**config.mk**
```make
export PLATFORM = sky130hd
export DESIGN_NAME = core_sequencer
export DESIGN_NICKNAME = d
export VERILOG_FILES = /design/src/rtl/core_ctrl_pkg.sv /design/src/rtl/core_ctrl_timer.sv /design/src/rtl/core_sequencer.sv
export SDC_FILE = /design/constraint.sdc
export NUM_CORES = 1
export LEC_CHECK = 0
export ABC_CLOCK_PERIOD_IN_PS = 3700
export BUFFER_PORTS_ARGS = -buffer_cell sky130_fd_sc_hd__buf_2
export CAP_MARGIN = 20
export CORE_ASPECT_RATIO = 0.8
export CORE_UTILIZATION = 45
export DETAILED_ROUTE_END_ITERATION = 16
export GPL_ROUTABILITY_DRIVEN = 0
export PLACE_DENSITY_LB_ADDON = 0.25
export SLEW_MARGIN = 30
export SYNTH_ARGS = -nofsm -noshare
export SYNTH_HDL_FRONTEND = slang
export SYNTH_SLANG_ARGS = --single-unit
```
**constraint.sdc**
```tcl
create_clock -name ctrl_clk -period 3.7 [get_ports ctrl_clk]
set_input_delay 0.185 -clock ctrl_clk [delete_from_list [all_inputs] [get_ports ctrl_clk]]
set_output_delay 0.185 -clock ctrl_clk [all_outputs]
set_load 0.02 [all_outputs]
```
**src/rtl/core_ctrl_pkg.sv**
```systemverilog
// Shared encodings for the core command sequencer:
// FSM states and data-path condition codes.
package core_ctrl_pkg;

    typedef enum logic [2:0] {
        ST_IDLE,
        ST_STORE,
        ST_TRANS,
        ST_PROC,
        ST_FINISH
    } state_t;

    localparam logic [2:0] COND_NONE = 3'b000;
    localparam logic [2:0] COND_IN   = 3'b100;
    localparam logic [2:0] COND_MEM  = 3'b010;
    localparam logic [2:0] COND_REG  = 3'b001;

endpackage

```
**src/rtl/core_ctrl_timer.sv**
```systemverilog
// Watchdog for the sequencer: counts while enabled,
// flags expiry when the counter saturates at all-ones.
module core_ctrl_timer #(
    parameter int TIMEOUT_W = 8
) (
    input  logic ctrl_clk,
    input  logic ctrl_reset_n,
    input  logic clear,
    input  logic enable,
    output logic expired
);

    logic [TIMEOUT_W-1:0] count;

    always_ff @(posedge ctrl_clk or negedge ctrl_reset_n) begin
        if (!ctrl_reset_n) begin
            count <= '0;
        end else if (clear) begin
            count <= '0;
        end else if (enable && !expired) begin
            count <= count + 1'b1;
        end
    end

    assign expired = enable && (count == '1);

endmodule

```
**src/rtl/core_sequencer.sv**
```systemverilog
// Command sequencer: store to memory, then chunked
// mem->reg transfers each followed by a processing pass.
module core_sequencer
    import core_ctrl_pkg::*;
#(
    parameter int INST_W    = 3,
    parameter int LEN_W     = 6,
    parameter int CHUNK     = 8,
    parameter int TIMEOUT_W = 8
) (
    input  logic              ctrl_clk,
    input  logic              ctrl_reset_n,
    input  logic              ctrl_valid_inst,
    input  logic              ctrl_valid_data,
    input  logic [INST_W-1:0] ctrl_instruction,
    input  logic [LEN_W-1:0]  ctrl_data_in_size,
    output logic              ctrl_ready,
    output logic [2:0]        ctrl_data_condition,
    output logic [LEN_W-1:0]  mc_data_length,
    input  logic              mc_done,
    output logic [INST_W-1:0] procc_instruction,
    output logic              procc_start,
    input  logic              procc_done,
    output logic [LEN_W-1:0]  ctrl_remaining,
    output logic              ctrl_busy,
    output logic              ctrl_done,
    output logic              ctrl_error
);

    state_t            state;
    logic [INST_W-1:0] opcode;
    logic [LEN_W-1:0]  next_len;
    logic              accept;
    logic              advance;
    logic              wd_en;
    logic              wd_clear;
    logic              wd_expired;

    assign accept = ctrl_ready & ctrl_valid_inst & ctrl_valid_data;
    assign next_len = (ctrl_remaining > LEN_W'(CHUNK))
                    ? LEN_W'(CHUNK) : ctrl_remaining;
    assign ctrl_busy = ~ctrl_ready;

    always_comb begin
        advance = 1'b0;
        wd_en   = 1'b0;
        unique case (state)
            ST_STORE, ST_TRANS: begin
                advance = mc_done;
                wd_en   = 1'b1;
            end
            ST_PROC: begin
                advance = procc_done;
                wd_en   = 1'b1;
            end
            default: begin
                advance = 1'b0;
                wd_en   = 1'b0;
            end
        endcase
    end

    // Any state change restarts the watchdog window.
    assign wd_clear = ~wd_en | advance;

    core_ctrl_timer #(
        .TIMEOUT_W(TIMEOUT_W)
    ) u_timer (
        .ctrl_clk    (ctrl_clk),
        .ctrl_reset_n(ctrl_reset_n),
        .clear       (wd_clear),
        .enable      (wd_en),
        .expired     (wd_expired)
    );

    always_ff @(posedge ctrl_clk or negedge ctrl_reset_n) begin
        if (!ctrl_reset_n) begin
            state               <= ST_IDLE;
            opcode              <= '0;
            ctrl_ready          <= 1'b1;
            ctrl_data_condition <= COND_NONE;
            mc_data_length      <= '0;
            procc_instruction   <= '0;
            procc_start         <= 1'b0;
            ctrl_remaining      <= '0;
            ctrl_done           <= 1'b0;
            ctrl_error          <= 1'b0;
        end else begin
            ctrl_done <= 1'b0;
            if (wd_en && !advance && wd_expired) begin
                ctrl_error          <= 1'b1;
                ctrl_data_condition <= COND_NONE;
                procc_start         <= 1'b0;
                mc_data_length      <= '0;
                ctrl_remaining      <= '0;
                ctrl_ready          <= 1'b1;
                state               <= ST_IDLE;
            end else begin
                unique case (state)
                    ST_IDLE: begin
                        if (accept) begin
                            opcode         <= ctrl_instruction;
                            ctrl_remaining <= ctrl_data_in_size;
                            ctrl_error     <= 1'b0;
                            ctrl_ready     <= 1'b0;
                            if (ctrl_data_in_size == '0) begin
                                ctrl_done <= 1'b1;
                                state     <= ST_FINISH;
                            end else begin
                                ctrl_data_condition <= COND_IN;
                                mc_data_length      <= ctrl_data_in_size;
                                state               <= ST_STORE;
                            end
                        end
                    end
                    ST_STORE: begin
                        if (mc_done) begin
                            ctrl_data_condition <= COND_MEM;
                            mc_data_length      <= next_len;
                            state               <= ST_TRANS;
                        end
                    end
                    ST_TRANS: begin
                        if (mc_done) begin
                            ctrl_remaining      <= ctrl_remaining - mc_data_length;
                            ctrl_data_condition <= COND_REG;
                            procc_start         <= 1'b1;
                            procc_instruction   <= opcode;
                            state               <= ST_PROC;
                        end
                    end
                    ST_PROC: begin
                        if (procc_done) begin
                            procc_start <= 1'b0;
                            if (ctrl_remaining != '0) begin
                                ctrl_data_condition <= COND_MEM;
                                mc_data_length      <= next_len;
                                state               <= ST_TRANS;
                            end else begin
                                ctrl_data_condition <= COND_NONE;
                                mc_data_length      <= '0;
                                ctrl_done           <= 1'b1;
                                state               <= ST_FINISH;
                            end
                        end
                    end
                    ST_FINISH: begin
                        ctrl_ready <= 1'b1;
                        state      <= ST_IDLE;
                    end
                    default: begin
                        ctrl_ready <= 1'b1;
                        state      <= ST_IDLE;
                    end
                endcase
            end
        end
    end

endmodule
```
==> results.json <==
{
  "min_path_type": "input pin to async pin",
  "nNetsFinal": 277,
  "dr.pass1.iters": 4,
  "synthSimpleGateAreaFrac": 0.212,
  "end_kind": "flip-flop",
  "slew_violations": 0,
  "pwr-share-seq": 0.326,
  "synth_xor_xnor_area_share": 0.0294,
  "muxShareOfSynthArea": 0.0523,
  "design.die.area_um2": 4900,
  "synth_adder_area_share": 0.0457,
  "cts_tree": "done",
  "period_needed_ps": 2010,
  "yosysUniqueCellTypes": 53,
  "cts_buffer_depth": 2,
  "p_switching_w": 0.000955,
  "core_area_um2": 4310,
  "grt_pass1_wl_um": 8200,
  "instances_no_fill": 313,
  "synth_top_family_by_area": "simple AND/OR/NAND/NOR gates",
  "dp_cells": 305,
  "grt_use_total": 0.215,
  "leakage_nw": 1.12,
  "drcViolationCount": 0,
  "initial_core_util": 0.483,
  "power_switching_share": 0.449,
  "netlist_instances": 218,
  "synth-edff-count": 0,
  "power_frac_clock": 0.135,
  "final_common_cell": "buf_2",
  "hold_viol": 35,
  "synth_seq_cells": 36,
  "fp.dieH_um": 62.8,
  "postLayoutSetupSlackWorst_ps": 1690,
  "synth_compound_area_frac": 0.182,
  "clkSlewWorstSetupHoldPaths_ps": 70,
  "vias_per_cell": 5.47,
  "antenna_cells_inserted": 0,
  "layout_common_cells": "37 x buf_2, 35 x dfrtp_1, 25 x nand2_1",
  "netlist_area_um2": 2080,
  "ir_drop_mv": 0.427,
  "clk_latency_ps": 290,
  "grt_pass1_vias": 1670,
  "ctsResizeCount": 0,
  "place_hpwl_um": 3390,
  "maxCapViolCount": 0,
  "area_growth_pct": 15.0,
  "status": "finished with violations",
  "grt_start_max_net_pins": 37,
  "power_density_nw_per_um2": 888,
  "ioPinCount": 38,
  "crit_path_max_fanout": 16,
  "fin_worst_skew_ps": 5.42,
  "synth_seq_area_share": 0.433,
  "intPower_w": 0.00117,
  "drtIter0Drc": 122,
  "cp.required_ps": 3900,
  "setup_tns_ps": 0,
  "die_w_um": 78.1,
  "cts_hold_buf": 0,
  "clock.fmax_ghz": 0.497,
  "async_flop_share": 1.00,
  "synth_top_flop_cell": "dfrtp_1",
  "violations": "negative hold slack",
  "worstPathArrival_ps": 2220,
  "setup_viol": 0,
  "drt_wl_total_um": 4540,
  "synth_nets": 240,
  "holdWs_ps": -18.6,
  "antenna_found_initial": 0,
  "syn_area_per_cell_um2": 9.55,
  "clkSinkCount": 36,
  "post_cts_buffers": 0,
  "cp-start-kind": "flip-flop",
  "antenna_left": 0,
  "drive_above_1_share": 0.246,
  "cts_buffers": 5,
  "clockRootBuffer": "clkbuf_8",
  "grt_overflow_total": 0,
  "crit_type": "flip-flop to flip-flop",
  "rsz0062_at_grt": "false",
  "finalPower_w": 0.00213,
  "p_comb_frac": 0.540,
  "place_ws_ps": 1740,
  "tightest_slew_ps": 801,
  "routed-via-count": 1711,
  "slew_headroom": 0.466,
  "post_drt_wl_per_cell_um": 14.5,
  "period_share": 0.544,
  "rows": 21,
  "ys_warn_count": 0,
  "htree_levels": 2,
  "numPortBuffers": 37
}
-- worst max-delay path, cell delays in order, from the launching register on --
cell and delay (ps):
dfrtp_1 640, nand2_1 100, o22ai_1 320, nand2b_1 330
o221a_2 400, o22ai_1 140
-- path summary, 6_finish.rpt --
check,depth (start not counted),from,endpoint,slack (ps)
worst max-delay path,5,state[0],ctrl_data_condition[1],1690
worst min-delay path,1,ctrl_reset_n,u_timer.count[2],-20
worst max register to register,5,state[0],ctrl_data_condition[1],1690
worst min register to register,1,ctrl_data_condition[2],ctrl_data_condition[2],500
max in group asynchronous,1,ctrl_reset_n,procc_instruction[0],3210
min in group ctrl_clk,2,ctrl_instruction[1],opcode[1],130
-- layout make-up --
class / instances / area, um2
fill: 429 / 1920
clock inverter: 2 / 10.0
sequential: 36 / 902
tap: 57 / 71.3
timing repair buffer: 38 / 193
multi-input combinational: 161 / 1090
inverter: 13 / 48.8
clock buffer: 6 / 82.6
-- metal layers --
metal	global-route usage	part of all wire
met1	0.321	0.50
met2	0.308	0.42
met3	0.0423	0.066
met4	0.0764	0.014
met5	0	0
-- cell families after synthesis --
kind of cell | after synthesis
AND/OR/NAND/NOR | 84
AO/OA/AOI/OAI | 53
flip-flops | 36
buffers and inverters | 21
multiplexers | 10
XOR/XNOR | 7
adder cells (fa/ha/maj) | 7
-- flip-flops by register name (all words and copies together) (netlist names) --
signal and flops:
state 3, ctrl_data_condition 3, mc_data_length 6, ctrl_error 1
procc_instruction 3, u_timer.count 8, procc_start 1, opcode 3
ctrl_ready 1, ctrl_done 1, ctrl_remaining 6
-- per-stage QoR --
stage	cell area [um2]	hold slack, ps	utilization
floorplan	2080	-111	-
global placement	2300	319	0.534
detailed placement	2300	314	0.534
CTS	2390	3.53	0.555
global route	2390	60.8	0.555
finish	2390	-18.6	0.555
-- cells in the mapped netlist, types with 5 or more instances --
| cell | n | area (um2) |
|---|---|---|
| dfrtp_1 | 35 | 876 |
| nand3_1 | 5 | 25.0 |
| ha_1 | 6 | 75.1 |
| buf_2 | 6 | 30.0 |
| nor3_1 | 5 | 25.0 |
| and3_1 | 5 | 31.3 |
| a21oi_1 | 10 | 50.1 |
| mux2_2 | 7 | 78.8 |
| nor2_1 | 15 | 56.3 |
| o21ai_0 | 9 | 45.0 |
| nor2b_1 | 6 | 37.5 |
| nand2_1 | 25 | 93.8 |
| nand2b_1 | 6 | 37.5 |
| inv_1 | 13 | 48.8 |
| o2bb2ai_1 | 5 | 43.8 |
-- power by group through the flow --
stage / Sequential (W) / Clock [W] / Combinational [W]
after detailed placement: 0.000698 / 0 / 0.00115
after CTS: 0.000692 / 0.000293 / 0.00115
after floorplan: 0.000762 / 0 / 0.000775
after global routing: 0.000720 / 0.000310 / 0.00129
after global placement: 0.000695 / 0 / 0.00113
final: 0.000693 / 0.000286 / 0.00115
Note: power is estimated with default switching activity, not from simulation.
